### src/rtl/imm_gen_if.sv
// imm_gen_if: instruction-in / immediate-out handshake bundle for imm_gen_stage.
// The master side is the producer of instructions and the consumer of
// immediates (ID front-end / EX); the slave side is the stage itself.
interface imm_gen_if #(
    parameter int XLEN  = 32,
    parameter int TAG_W = 32
);
    // upstream (ID decode -> stage)
    logic             valid_i;
    logic             ready_o;
    logic [31:0]      instr_i;
    logic [TAG_W-1:0] tag_i;
    // downstream (stage -> EX)
    logic             valid_o;
    logic             ready_i;
    logic [XLEN-1:0]  imm_o;
    logic [2:0]       fmt_o;
    logic             illegal_o;
    logic [TAG_W-1:0] tag_o;

    modport master (
        output valid_i, instr_i, tag_i, ready_i,
        input  ready_o, valid_o, imm_o, fmt_o, illegal_o, tag_o
    );

    modport slave (
        input  valid_i, instr_i, tag_i, ready_i,
        output ready_o, valid_o, imm_o, fmt_o, illegal_o, tag_o
    );
endinterface

### src/rtl/imm_gen_stage.sv
// imm_gen_stage: registered RV32I/RV64I immediate generator with a 2-entry
// skid buffer (OUT + SKID). ready_o is a flop, so EX back-pressure never
// reaches the upstream ready combinationally.
// Optional feature macro: IMM_GEN_ZICSR_EN (CSR*I uimm decode, fmt 6).
module imm_gen_stage #(
    parameter int XLEN  = 32,
    parameter int TAG_W = 32
) (
    input  logic        clk,
    input  logic        rst,
    input  logic        flush_i,
    imm_gen_if.slave    bus
);

    generate
        if (XLEN != 32 && XLEN != 64) begin : g_bad_xlen
            $error("imm_gen_stage: XLEN must be 32 or 64");
        end
    endgenerate

    localparam logic [6:0] OPC_LOAD   = 7'b0000011;
    localparam logic [6:0] OPC_JALR   = 7'b1100111;
    localparam logic [6:0] OPC_OP_IMM = 7'b0010011;
    localparam logic [6:0] OPC_STORE  = 7'b0100011;
    localparam logic [6:0] OPC_BRANCH = 7'b1100011;
    localparam logic [6:0] OPC_LUI    = 7'b0110111;
    localparam logic [6:0] OPC_AUIPC  = 7'b0010111;
    localparam logic [6:0] OPC_JAL    = 7'b1101111;
    localparam logic [6:0] OPC_OP     = 7'b0110011;
    localparam logic [6:0] OPC_SYSTEM = 7'b1110011;

    localparam logic [2:0] FMT_NONE = 3'd0;
    localparam logic [2:0] FMT_I    = 3'd1;
    localparam logic [2:0] FMT_S    = 3'd2;
    localparam logic [2:0] FMT_B    = 3'd3;
    localparam logic [2:0] FMT_U    = 3'd4;
    localparam logic [2:0] FMT_J    = 3'd5;
`ifdef IMM_GEN_ZICSR_EN
    localparam logic [2:0] FMT_Z    = 3'd6;
`endif

    typedef struct packed {
        logic [XLEN-1:0]  imm;
        logic [2:0]       fmt;
        logic             illegal;
        logic [TAG_W-1:0] tag;
    } entry_t;

    logic [31:0]     instr;
    logic [6:0]      opcode;
    logic [2:0]      funct3;
    logic [XLEN-1:0] imm_i, imm_s, imm_b, imm_u, imm_j, imm_sh;
    entry_t          dec;

    assign instr  = bus.instr_i;
    assign opcode = instr[6:0];
    assign funct3 = instr[14:12];

    // Sized signed casts sign-extend straight to XLEN; shamt is zero-extended
    // and gains bit 25 only in RV64.
    assign imm_i  = XLEN'($signed(instr[31:20]));
    assign imm_s  = XLEN'($signed({instr[31:25], instr[11:7]}));
    assign imm_b  = XLEN'($signed({instr[31], instr[7], instr[30:25], instr[11:8], 1'b0}));
    assign imm_u  = XLEN'($signed({instr[31:12], 12'b0}));
    assign imm_j  = XLEN'($signed({instr[31], instr[19:12], instr[20], instr[30:21], 1'b0}));
    assign imm_sh = (XLEN == 64) ? XLEN'(instr[25:20]) : XLEN'(instr[24:20]);

    // Format decode of the incoming instruction into a pipeline entry.
    always_comb begin
        dec         = '0;
        dec.tag     = bus.tag_i;
        unique case (opcode)
            OPC_LOAD, OPC_JALR: begin
                dec.fmt = FMT_I;
                dec.imm = imm_i;
            end
            OPC_OP_IMM: begin
                dec.fmt = FMT_I;
                dec.imm = (funct3 == 3'b001 || funct3 == 3'b101) ? imm_sh : imm_i;
            end
            OPC_STORE: begin
                dec.fmt = FMT_S;
                dec.imm = imm_s;
            end
            OPC_BRANCH: begin
                dec.fmt = FMT_B;
                dec.imm = imm_b;
            end
            OPC_LUI, OPC_AUIPC: begin
                dec.fmt = FMT_U;
                dec.imm = imm_u;
            end
            OPC_JAL: begin
                dec.fmt = FMT_J;
                dec.imm = imm_j;
            end
            OPC_OP: begin
                dec.fmt = FMT_NONE;
            end
            OPC_SYSTEM: begin
`ifdef IMM_GEN_ZICSR_EN
                if (funct3 == 3'b101 || funct3 == 3'b110 || funct3 == 3'b111) begin
                    dec.fmt = FMT_Z;
                    dec.imm = XLEN'(instr[19:15]);
                end else begin
                    dec.fmt = FMT_NONE;
                end
`else
                dec.fmt = FMT_NONE;
`endif
            end
            default: begin
                dec.illegal = 1'b1;
            end
        endcase
    end

    // Skid pipeline state.
    entry_t out_q, out_d, skid_q, skid_d;
    logic   out_vld, out_vld_d, skid_vld, skid_vld_d, rdy_q;
    logic   accept, out_load;

    assign accept   = bus.valid_i & rdy_q;
    assign out_load = ~out_vld | bus.ready_i;

    // Next-state: SKID drains into OUT first (ready_o is low then, so no
    // accept can collide); otherwise input goes to OUT if it can move,
    // else parks in SKID. Flush overrides everything but reset.
    always_comb begin
        out_d      = out_q;
        skid_d     = skid_q;
        out_vld_d  = out_vld;
        skid_vld_d = skid_vld;
        if (flush_i) begin
            out_vld_d  = 1'b0;
            skid_vld_d = 1'b0;
        end else if (out_load) begin
            if (skid_vld) begin
                out_d      = skid_q;
                out_vld_d  = 1'b1;
                skid_vld_d = 1'b0;
            end else begin
                out_vld_d = accept;
                if (accept) out_d = dec;
            end
        end else if (accept) begin
            skid_d     = dec;
            skid_vld_d = 1'b1;
        end
    end

    // State registers; ready_o is registered from the next SKID occupancy.
    always_ff @(posedge clk) begin
        if (rst) begin
            out_q    <= '0;
            skid_q   <= '0;
            out_vld  <= 1'b0;
            skid_vld <= 1'b0;
            rdy_q    <= 1'b1;
        end else begin
            out_q    <= out_d;
            skid_q   <= skid_d;
            out_vld  <= out_vld_d;
            skid_vld <= skid_vld_d;
            rdy_q    <= ~skid_vld_d;
        end
    end

    assign bus.ready_o   = rdy_q;
    assign bus.valid_o   = out_vld;
    assign bus.imm_o     = out_q.imm;
    assign bus.fmt_o     = out_q.fmt;
    assign bus.illegal_o = out_q.illegal;
    assign bus.tag_o     = out_q.tag;

endmodule

### src/flat_wrapper.sv
// flat-port wrapper written by rule: the top's interface ports become plain ports
module imm_gen_stage_flat 
#(
    parameter int XLEN  = 32,
    parameter int TAG_W = 32
)
  (clk, rst, flush_i, bus_valid_i, bus_instr_i, bus_tag_i, bus_ready_i, bus_ready_o, bus_valid_o, bus_imm_o, bus_fmt_o, bus_illegal_o, bus_tag_o);
  imm_gen_if #(.XLEN(XLEN), .TAG_W(TAG_W)) bus_i ();
  input  logic clk;
  input  logic rst;
  input  logic flush_i;
  input wire logic [$bits(bus_i.valid_i)-1:0] bus_valid_i;
  input wire logic [$bits(bus_i.instr_i)-1:0] bus_instr_i;
  input wire logic [$bits(bus_i.tag_i)-1:0] bus_tag_i;
  input wire logic [$bits(bus_i.ready_i)-1:0] bus_ready_i;
  output wire logic [$bits(bus_i.ready_o)-1:0] bus_ready_o;
  output wire logic [$bits(bus_i.valid_o)-1:0] bus_valid_o;
  output wire logic [$bits(bus_i.imm_o)-1:0] bus_imm_o;
  output wire logic [$bits(bus_i.fmt_o)-1:0] bus_fmt_o;
  output wire logic [$bits(bus_i.illegal_o)-1:0] bus_illegal_o;
  output wire logic [$bits(bus_i.tag_o)-1:0] bus_tag_o;
  assign bus_i.valid_i = bus_valid_i;
  assign bus_i.instr_i = bus_instr_i;
  assign bus_i.tag_i = bus_tag_i;
  assign bus_i.ready_i = bus_ready_i;
  assign bus_ready_o = bus_i.ready_o;
  assign bus_valid_o = bus_i.valid_o;
  assign bus_imm_o = bus_i.imm_o;
  assign bus_fmt_o = bus_i.fmt_o;
  assign bus_illegal_o = bus_i.illegal_o;
  assign bus_tag_o = bus_i.tag_o;
  imm_gen_stage #(.XLEN(XLEN), .TAG_W(TAG_W)) u_core (.clk(clk), .rst(rst), .flush_i(flush_i), .bus(bus_i));
endmodule
### config.mk
export PLATFORM = sky130hd
export DESIGN_NAME = imm_gen_stage_flat
export DESIGN_NICKNAME = d
export VERILOG_FILES = /design/src/rtl/imm_gen_if.sv /design/src/rtl/imm_gen_stage.sv /design/src/flat_wrapper.sv
export SDC_FILE = /design/constraint.sdc
export NUM_CORES = 1
export LEC_CHECK = 0
export ABC_CLOCK_PERIOD_IN_PS = 1900
export BUFFER_PORTS_ARGS = -buffer_cell sky130_fd_sc_hd__buf_2
export CORE_MARGIN = 4
export CORE_UTILIZATION = 54
export CTS_BUF_LIST = sky130_fd_sc_hd__clkbuf_16
export DETAILED_ROUTE_END_ITERATION = 10
export GPL_ROUTABILITY_DRIVEN = 0
export PLACE_DENSITY = 0.8
export SKIP_LAST_GASP = 1
export SLEW_MARGIN = 15
export SYNTH_ARGS = -nofsm -noshare
export SYNTH_HDL_FRONTEND = slang
export SYNTH_SLANG_ARGS = --single-unit
export TNS_END_PERCENT = 1
### constraint.sdc
create_clock -name clk -period 1.9 [get_ports clk]
set_input_delay 0.19 -clock clk [delete_from_list [all_inputs] [get_ports clk]]
set_output_delay 0.19 -clock clk [all_outputs]
set_load 0.01 [all_outputs]
==> results of run 1 <==
==> power groups by stage <==
stage               clock, mW  sequential, mW  combinational [mW]
detailed placement          0            3.13               0.640
finish                   2.98            3.07               0.646
global route             3.14            3.08               0.709
CTS                      3.00            3.07               0.644
floorplan                   0            3.17               0.318
global placement            0            3.12               0.622
==> cells by family after synthesis <==
logic type | count (synthesis) | synth area share, %
and+or+nand+nor | 266 | 21.3
AOI/OAI and AO/OA | 178 | 22.1
muxes | 32 | 5.37
DFF | 139 | 46.7
buffers and inverters | 63 | 4.57
==> through the flow <==
| stage | setup slack [ns] | total power, mW |
|---|---|---|
| after floorplan | 0.280 | 3.48 |
| after global placement | 0.176 | 3.75 |
| after detailed placement | 0.0885 | 3.77 |
| after CTS | 0.120 | 6.71 |
| after global routing | 0.0422 | 6.93 |
| final | 0.152 | 6.69 |
==> worst max-delay path: stages (launching register included) <==
cell	delay, ns
dfxtp_1	0.32
nor2b_1	0.17
or3_1	0.39
nor2_1	0.23
a21boi_2	0.26
buf_12	0.17
a211oi_1	0.07
==> registers in the layout, indices dropped and copies added (netlist names) <==
name	flops
u_core.bus.fmt_o	3
u_core.bus.illegal_o	1
u_core.bus.imm_o	32
u_core.bus.ready_o	1
u_core.bus.tag_o	32
u_core.bus.valid_o	1
u_core.skid_q	68
u_core.skid_vld	1
==> layer usage <==
metal	share of wire [%]	wire, um	global-route usage, %
met4	1.8	280	8.97
met1	42	6560	31.3
met5	0	0	0
met3	7.2	1130	6.63
met2	49	7740	41.0
==> cell usage in the layout, fill, tap and decap left out, drive strengths merged, types with 2 or more instances in the layout <==
master / count
a211oi: 74
o211ai: 2
inv: 9
nor2b: 5
dfxtp: 139
or3: 2
nor4: 4
o21ai: 23
a21oi: 53
a31oi: 5
nor3: 22
clkbuf: 17
a221o: 4
nor2: 72
a221oi: 10
buf: 157
mux2i: 32
nand2b: 7
bufinv: 2
clkinv: 4
nand2: 107
nand3: 18
nand3b: 21
==> worst min-delay path by stage <==
stage               slack [ns]  cells past startpoint                  to         startpoint
global route             0.007                      3    u_core.skid_q[6]       bus_tag_i[6]
finish                    0.02                      3    u_core.skid_q[4]       bus_tag_i[4]
detailed placement        0.45                      2   u_core.skid_q[18]  u_core.skid_q[18]
floorplan                 0.27                      1  u_core.bus.valid_o            flush_i
global placement          0.44                      2   u_core.skid_q[10]  u_core.skid_q[10]
CTS                      0.008                      3    u_core.skid_q[6]       bus_tag_i[6]
==> final cells by class <==
cell class / count / area [um2] / share of cell area (%)
Tap cell: 140 / 175 / 2.38
Multi-Input combinational cell: 476 / 2920 / 39.7
Sequential cell: 139 / 2790 / 37.9
Clock inverter: 10 / 91.3 / 1.24
Clock buffer: 17 / 425 / 5.78
Inverter: 5 / 18.8 / 0.255
Timing Repair Buffer: 157 / 936 / 12.7
==> results.sh, run 1 <==
export IMPL_clock_latency_ns=0.42
export IMPL_dieArea_um2=12800
export IMPL_period_needed_ns=1.75
export IMPL_cp_required_ns=2.17
export IMPL_ys_dominant_reg_cell="dfxtp_1"
export IMPL_track_usage_pct=24.8
export IMPL_ys_async_sr_fraction_pct=0
export IMPL_area_growth_pct=23.4
export IMPL_floorplan_initialDensity_pct=55.0
export IMPL_drc=0
export IMPL_setup_viol=0
export IMPL_fin_crit_sh_pct=92.0
export IMPL_fin_area_um2=7360
export IMPL_syn_cell_area_um2=5960
export IMPL_clock_skew_final_ns=0.00917
export IMPL_r2r_setup_slack_ns=0.15
export IMPL_fmaxAchievable_mhz=572
export IMPL_grt_max_degree=81
export IMPL_synth_avg_cell_area_um2=8.79
export IMPL_synth_cell_types=48
export IMPL_drt_iter0_drc=581
export IMPL_syn_inst=678
export IMPL_slew_headroom_pct=57.7
export IMPL_critPathCapture="u_core.bus.imm_o[20]"
export IMPL_io_pins=139
export IMPL_grt_pass1_vias=5291
export IMPL_fin_util_pct=67.9
export IMPL_power_net_switching_mw=1.56
export IMPL_crit_start="u_core.bus.valid_o"
export IMPL_antenna_found_initial=0
export IMPL_combPwrFrac_pct=9.7
export IMPL_power_density_nw_per_um2=910
export IMPL_ctsResizeCount=0
export IMPL_finalNetCount=865
export IMPL_dp_hpwl_um=10500
export IMPL_worst_ep_arrival_time_ns=2.02
export IMPL_cts_htree_levels=4
export IMPL_cts_root_buf="clkbuf_16"
export IMPL_synth_commonest_cells="139 x dfxtp_1, 106 x nand2_1, 72 x nor2_1"
export IMPL_hold_ws_ns=0.0249
export IMPL_critical_path_class="reg2reg"
export IMPL_portBuffers=138
export IMPL_yosysMostFrequentCell="dfxtp_1"
export IMPL_cap_viol_max_count=0
export IMPL_hold_buffers=0
export IMPL_fp_coreArea_um2=10800
export IMPL_hold_viol_final=0
export IMPL_avgViaCountPerCell=5.83
export IMPL_cp_end_kind="register"
export IMPL_cts_buffers=17
export IMPL_power_frac_seq_pct=45.9
export IMPL_drt_first_pass_iters=5
export IMPL_crit_fanout=11
export IMPL_wire_per_inst_um=16.6
export IMPL_rsz0062_at_grt="false"
export IMPL_start_kind="register"
export IMPL_leakage_nw=2.73
export IMPL_clkPwrFrac_pct=44.5
export IMPL_cts_tree="yes"
export IMPL_vdd_drop_max_mv=0.550
export IMPL_routed_wl_um=15700
export IMPL_ys_seq_elements=139
export IMPL_r2r_end="u_core.bus.imm_o[20]"
export IMPL_swShare_pct=23.4
export IMPL_reg2reg_depth=6
export IMPL_ys_seq_area_share_pct=46.7
export IMPL_placed_cells=917
export IMPL_vias=5502
export IMPL_die_h_um=113
export IMPL_yosysTopAreaCell="dfxtp_1"
export IMPL_post_cts_buffers=0
export IMPL_rows=38
export IMPL_place_area_um2=6840
export IMPL_tns_ns=0
export IMPL_layout_drive_gt1_share_pct=26.7
export IMPL_worst_slew_pin_slew_ns=0.635
export IMPL_synthTopCellsByArea="dfxtp_1 47%, a211oi_1 6.7%, nand2_1 6.7%"
export IMPL_antenna_cells=0
export IMPL_synth_top_area_share_pct=46.7
export IMPL_synth_edff_count=0
export IMPL_clk_pin_slew_ns=0.05
export IMPL_cts_buffer_depth=2
export IMPL_slew_viol_final=0
export IMPL_fillerInstances=861
export IMPL_synth_nets=747
export IMPL_ys_warnings_count=0
export IMPL_die_w_um=113
export IMPL_final_cells=944
export IMPL_overflow=0
export IMPL_status="completed"
export IMPL_hp_class="in2reg"
export IMPL_grt_pass1_wl_um=25700
export IMPL_reg2reg_from="u_core.bus.valid_o"
export IMPL_ant_nets=0
export IMPL_p_int_mw=5.13
export IMPL_cts_sinks=139
Note: power is estimated with default switching activity, not from simulation.
==> run 2: changes to the inputs <==
- CORE_ASPECT_RATIO: default -> 1.75
==> run 2 against run 1 <==
Net effect: global-route usage up 0.13 points; via count up 0.20%; routed wire length up 0.96%; sequential share of layout area up 0.12 points; critical path type unchanged.
==> results.sh, run 2 (synthesized netlist as in run 1, its figures left out) <==
export IMPL_status="completed"
export IMPL_cts_buffer_depth=2
export IMPL_regMostFlops="u_core.skid_q"
export IMPL_drt_iter0_drc=385
export IMPL_finalNetCount=864
export IMPL_rsz0062_at_grt="false"
export IMPL_cts_tree="yes"
export IMPL_critical_path_class="reg2reg"
export IMPL_drc=0
export IMPL_tns_ns=0
export IMPL_rows=50
export IMPL_routed_wl_um=15900
export IMPL_clock_latency_ns=0.41
export IMPL_die_w_um=87.4
export IMPL_ant_nets=0
export IMPL_critPathMaxStageDelay_ns=0.41
export IMPL_largest_reg_flops=68
export IMPL_drt_first_pass_iters=5
export IMPL_dieArea_um2=12900
export IMPL_layout_common_cells="138 x dfxtp_1, 137 x buf_2, 106 x nand2_1"
export IMPL_slew_viol_final=0
export IMPL_worst_ep_arrival_time_ns=2.00
export IMPL_vias=5513
export IMPL_io_pins=139
export IMPL_fp_coreArea_um2=10800
export IMPL_cts_buffers=17
export IMPL_fin_crit_sh_pct=91.6
export IMPL_wire_per_inst_um=16.9
export IMPL_layout_drive_gt1_share_pct=27.4
export IMPL_area_growth_pct=23.0
export IMPL_avgViaCountPerCell=5.88
export IMPL_clk_pin_slew_ns=0.06
export IMPL_fmaxAchievable_mhz=575
export IMPL_floorplan_initialDensity_pct=55.4
export IMPL_crit_fanout=11
export IMPL_dp_hpwl_um=10700
export IMPL_hold_viol_final=0
export IMPL_cts_sinks=139
export IMPL_grt_pass1_wl_um=25600
export IMPL_leakage_nw=2.70
export IMPL_overflow=0
export IMPL_antenna_found_initial=1
export IMPL_fin_util_pct=68.2
export IMPL_track_usage_pct=25.0
export IMPL_cp_end_kind="register"
export IMPL_total_power_mw=6.68
export IMPL_final_common_cell="dfxtp_1"
export IMPL_die_h_um=147
export IMPL_power_density_nw_per_um2=911
export IMPL_r2r_setup_slack_ns=0.16
export IMPL_clock_skew_final_ns=0.00660
export IMPL_placed_cells=906
export IMPL_place_area_um2=6790
export IMPL_worst_slew_pin_slew_ns=0.747
export IMPL_slew_headroom_pct=50.2
export IMPL_setup_viol=0
export IMPL_cp_required_ns=2.16
export IMPL_grt_pass1_vias=5517
export IMPL_grt_max_degree=93
export IMPL_hp_class="in2reg"
export IMPL_hold_buffers=0
export IMPL_cts_root_buf="clkbuf_16"
export IMPL_path_cells="nor2b_1 > or3_1 > nor2_1 > a21boi_2 > buf_12 > a211oi_1"
export IMPL_cap_viol_max_count=0
export IMPL_cpMaxStageDelayCell="or3_1"
export IMPL_vdd_drop_max_mv=0.783
export IMPL_portBuffers=138
export IMPL_final_cells=938
export IMPL_fin_area_um2=7330
export IMPL_cts_htree_levels=4
export IMPL_period_needed_ns=1.74
export IMPL_start_kind="register"
==> run 2: path summary, 6_finish.rpt <==
check,startpoint,endpoint,cells past startpoint
min reg2reg,u_core.skid_q[2],u_core.skid_q[2],2
max reg2reg,u_core.bus.valid_o,u_core.bus.imm_o[20],6
max,u_core.bus.valid_o,u_core.bus.imm_o[20],6
min,bus_tag_i[7],u_core.skid_q[7],3
==> run 2: repair_timing <==
item,4_1_cts,5_1_grt
gates resized for setup,0,1
buffers inserted,0,0
setup endpoints to repair,0,8
==> run 2: critical path, delay by kind of cell (launching register included) <==
family,cells,cell delay [ns]
AOI/OAI and AO/OA,2,0.31
buffers and inverters,1,0.16
DFF,1,0.32
and+or+nand+nor,3,0.78
==> run 2: metrics by stage <==
stage	setup WS (ns)	hold slack (ns)
6_report	0.160	0.0210
5_1_grt	0.0215	0.0164
4_1_cts	0.0609	0.0107
3_5_place_dp	0.0748	0.448
3_3_place_gp	0.125	0.441
2_1_floorplan	0.280	0.268
==> run 2: power breakdown <==
group	switching (mW)	internal [mW]
sequential	0.0507	3.02
combinational	0.389	0.257
clock	1.20	1.77
total	1.64	5.04
==> run 2: cell type report <==
cell class | count | area [um2]
fill | 874 | 3430
multi-input combinational | 476 | 2930
sequential | 139 | 2790
timing repair buffer | 156 | 903
clock buffer | 17 | 425
tap | 130 | 163
clock inverter | 14 | 109
inverter | 5 | 18.8
antenna | 1 | 2.50
==> run 2: routing by layer <==
layer / up-vias / routed length, um / share of wire, % / GRT usage [%]
met5: - / 0 / 0 / 0
met4: 0 / 579 / 3.7 / 14.0
met3: 49 / 890 / 5.6 / 7.01
met2: 192 / 8530 / 54 / 42.9
met1: 2629 / 5850 / 37 / 26.6
li1: 2643 / - / - / -
==> run 3: changes to the inputs <==
- ABC_CLOCK_PERIOD_IN_PS: 1900 -> 1600
- CORE_UTILIZATION: 54 -> 48
- PLACE_DENSITY: 0.8 -> default
- PLACE_DENSITY_LB_ADDON: default -> 0.15
- clock period: 1.9 -> 1.6 ns (I/O delays scaled with it)
==> run 3 against run 2 <==
Net effect: the flow now finishes with violations (negative setup slack); fmax grew 6.7%; power increased by 27%; combinational power increased by 39%; design area increased by 8.5%; routed wire length increased by 7.9%; final cell count rose by 8.5%; global-route usage decreased by 2.2 points; hold slack worse by 0.011 ns; die area grew 12%; flip-flop and latch count unchanged; first-iteration DRC count shrank 12%; sequential power grew 19%; largest cell class unchanged; largest power group is now clock.
==> results.sh, run 3 (synthesized netlist as in run 1, its figures left out) <==
export IMPL_status="complete, but fails checks"
export IMPL_violations="negative setup slack"
export IMPL_grt_max_degree=81
export IMPL_swShare_pct=23.5
export IMPL_worst_slew_pin_slew_ns=0.715
export IMPL_crit_start="u_core.bus.valid_o"
export IMPL_layout_common_cells="137 x buf_2, 136 x dfxtp_1, 106 x nand2_1"
export IMPL_portBuffers=138
export IMPL_cp_end_kind="register"
export IMPL_vias=5650
export IMPL_reg2reg_from="u_core.bus.valid_o"
export IMPL_place_area_um2=6990
export IMPL_drt_first_pass_iters=4
export IMPL_combPwrFrac_pct=10.6
export IMPL_final_common_cell="buf_2"
export IMPL_routed_wl_um=17100
export IMPL_reg2reg_depth=8
export IMPL_total_power_mw=8.49
export IMPL_finalNetCount=911
export IMPL_r2r_setup_slack_ns=-0.03
export IMPL_power_density_nw_per_um2=1070
export IMPL_clock_latency_ns=0.41
export IMPL_drt_iter0_drc=340
export IMPL_die_w_um=92.2
export IMPL_clk_pin_slew_ns=0.06
export IMPL_fin_util_pct=65.9
export IMPL_critPathMaxStageDelay_ns=0.33
export IMPL_dpl_worst_slack_ns=-0.137
export IMPL_cts_htree_levels=4
export IMPL_cts_sinks=139
export IMPL_fmaxAchievable_mhz=613
export IMPL_power_frac_seq_pct=42.9
export IMPL_io_pins=139
export IMPL_worst_ep_arrival_time_ns=1.89
export IMPL_wl_met1_um=6570
export IMPL_cp_top_family="buffers and inverters"
export IMPL_dp_hpwl_um=11000
export IMPL_die_h_um=155
export IMPL_clkPwrFrac_pct=46.5
export IMPL_wl_met2_um=9280
export IMPL_cp_required_ns=1.86
export IMPL_worst_path_stages=8
export IMPL_path_cells="nor2b_4 > buf_4 > nor3_4 > buf_6 > buf_12 > nand3b_1 > o21ai_0 > a211oi_2"
export IMPL_antenna_cells=0
export IMPL_cts_tree="yes"
export IMPL_fillerInstances=1030
export IMPL_ant_nets=0
export IMPL_cpMaxStageDelayCell="dfxtp_2"
export IMPL_fin_crit_sh_pct=102
export IMPL_cts_buffers=17
export IMPL_top_layer="met4"
export IMPL_p_int_mw=6.49
export IMPL_hold_viol_final=0
export IMPL_cts_buffer_depth=2
export IMPL_min_path_cells=3
export IMPL_antenna_found_initial=0
export IMPL_regMostFlops="u_core.skid_q"
export IMPL_vdd_drop_max_mv=0.755
export IMPL_wl_met3_um=891
export IMPL_fin_ws_ns=-0.0302
export IMPL_hp_class="in2reg"
export IMPL_power_net_switching_mw=1.99
export IMPL_critical_path_class="reg2reg"
export IMPL_drc=0
export IMPL_slew_viol_final=0
export IMPL_setup_viol=7
export IMPL_rsz0062_at_grt="true"
export IMPL_fp_coreArea_um2=12100
export IMPL_dieArea_um2=14300
export IMPL_cts_root_buf="clkbuf_16"
export IMPL_r2r_end="u_core.bus.imm_o[25]"
export IMPL_avgViaCountPerCell=5.55
export IMPL_area_growth_pct=33.5
export IMPL_rows=53
export IMPL_slew_headroom_pct=52.3
export IMPL_fin_area_um2=7960
export IMPL_largest_reg_flops=68
export IMPL_crit_fanout=19
export IMPL_wire_per_inst_um=16.8
export IMPL_period_needed_ns=1.63
export IMPL_track_usage_pct=22.7
export IMPL_start_kind="register"
export IMPL_overflow=0
export IMPL_hold_ws_ns=0.0101
export IMPL_cap_viol_max_count=0
export IMPL_floorplan_initialDensity_pct=49.4
export IMPL_crit_buf_inv=3
export IMPL_grt_pass1_wl_um=26600
export IMPL_holdPathEnd="u_core.skid_q[21]"
export IMPL_clock_skew_final_ns=0.00647
export IMPL_grt_pass1_vias=5558
export IMPL_layout_drive_gt1_share_pct=29.8
export IMPL_leakage_nw=2.99
export IMPL_min_delay_start="bus_tag_i[21]"
run 3: cell types whose count changed in the layout (fill, tap and decap cells not counted), moves of 3 or more:
cell           before  now
clkbuf_16          17   20
buf_6               0    3
o21ai_0            23   19
clkinvlp_4          4    1
buf_4              13   31
o21ai_1             0    4
dlygate4sd3_1       0   21
run 3: area by class of cell:
class	count	area, um2	share of cell area [%]
clock buffers	18	450	5.66
inverters	5	18.8	0.236
multi-input cells	476	2950	37.1
flip-flops and latches	139	2790	35.0
clock inverters	12	146	1.84
repair buffers	203	1400	17.5
well taps	165	206	2.59
run 3: power by group through the flow:
stage	sequential, mW	clock, mW	combinational, mW
2_1_floorplan	3.76	0	0.378
3_3_place_gp	3.71	0	0.778
3_5_place_dp	3.72	0	0.794
4_1_cts	3.64	4.01	0.838
5_1_grt	3.65	4.14	0.983
6_report	3.64	3.95	0.899
run 3: worst max-delay path by stage:
stage                                 endpoint  slack, ns
final                     u_core.bus.imm_o[25]      -0.03
after global routing       u_core.bus.fmt_o[1]      -0.09
after CTS                    u_core.skid_q[62]      -0.12
after detailed placement     u_core.skid_q[49]      -0.14
after global placement    u_core.bus.imm_o[11]      -0.09
after floorplan           u_core.bus.imm_o[21]      0.006
run 3: metal layers:
layer | vias to the layer above | track usage, %
met1 | 2724 | 25.6
met2 | 160 | 41.5
met3 | 27 | 4.93
met4 | 0 | 8.43
li1 | 2739 | -
met5 | - | 0
run 3: worst min-delay path: stages:
cell	delay [ns]
buf_2	0.11
nand2_1	0.05
a21oi_1	0.05
run 3: metrics by stage:
stage               instances  setup TNS (ns)
global route             1018           -3.07
finish                   1018         -0.0603
floorplan                 678               0
detailed placement        960           -3.53
CTS                      1011           -2.93
global placement          960           -2.06
run 3: what timing repair did:
action	in CTS	in global routing
setup buffers	0	2
gates resized for setup	1	24
endpoints found under the setup margin	66	129
cloned	0	5
pin swaps	0	6
endpoints found under the hold margin	21	0
hold buffers	21	0
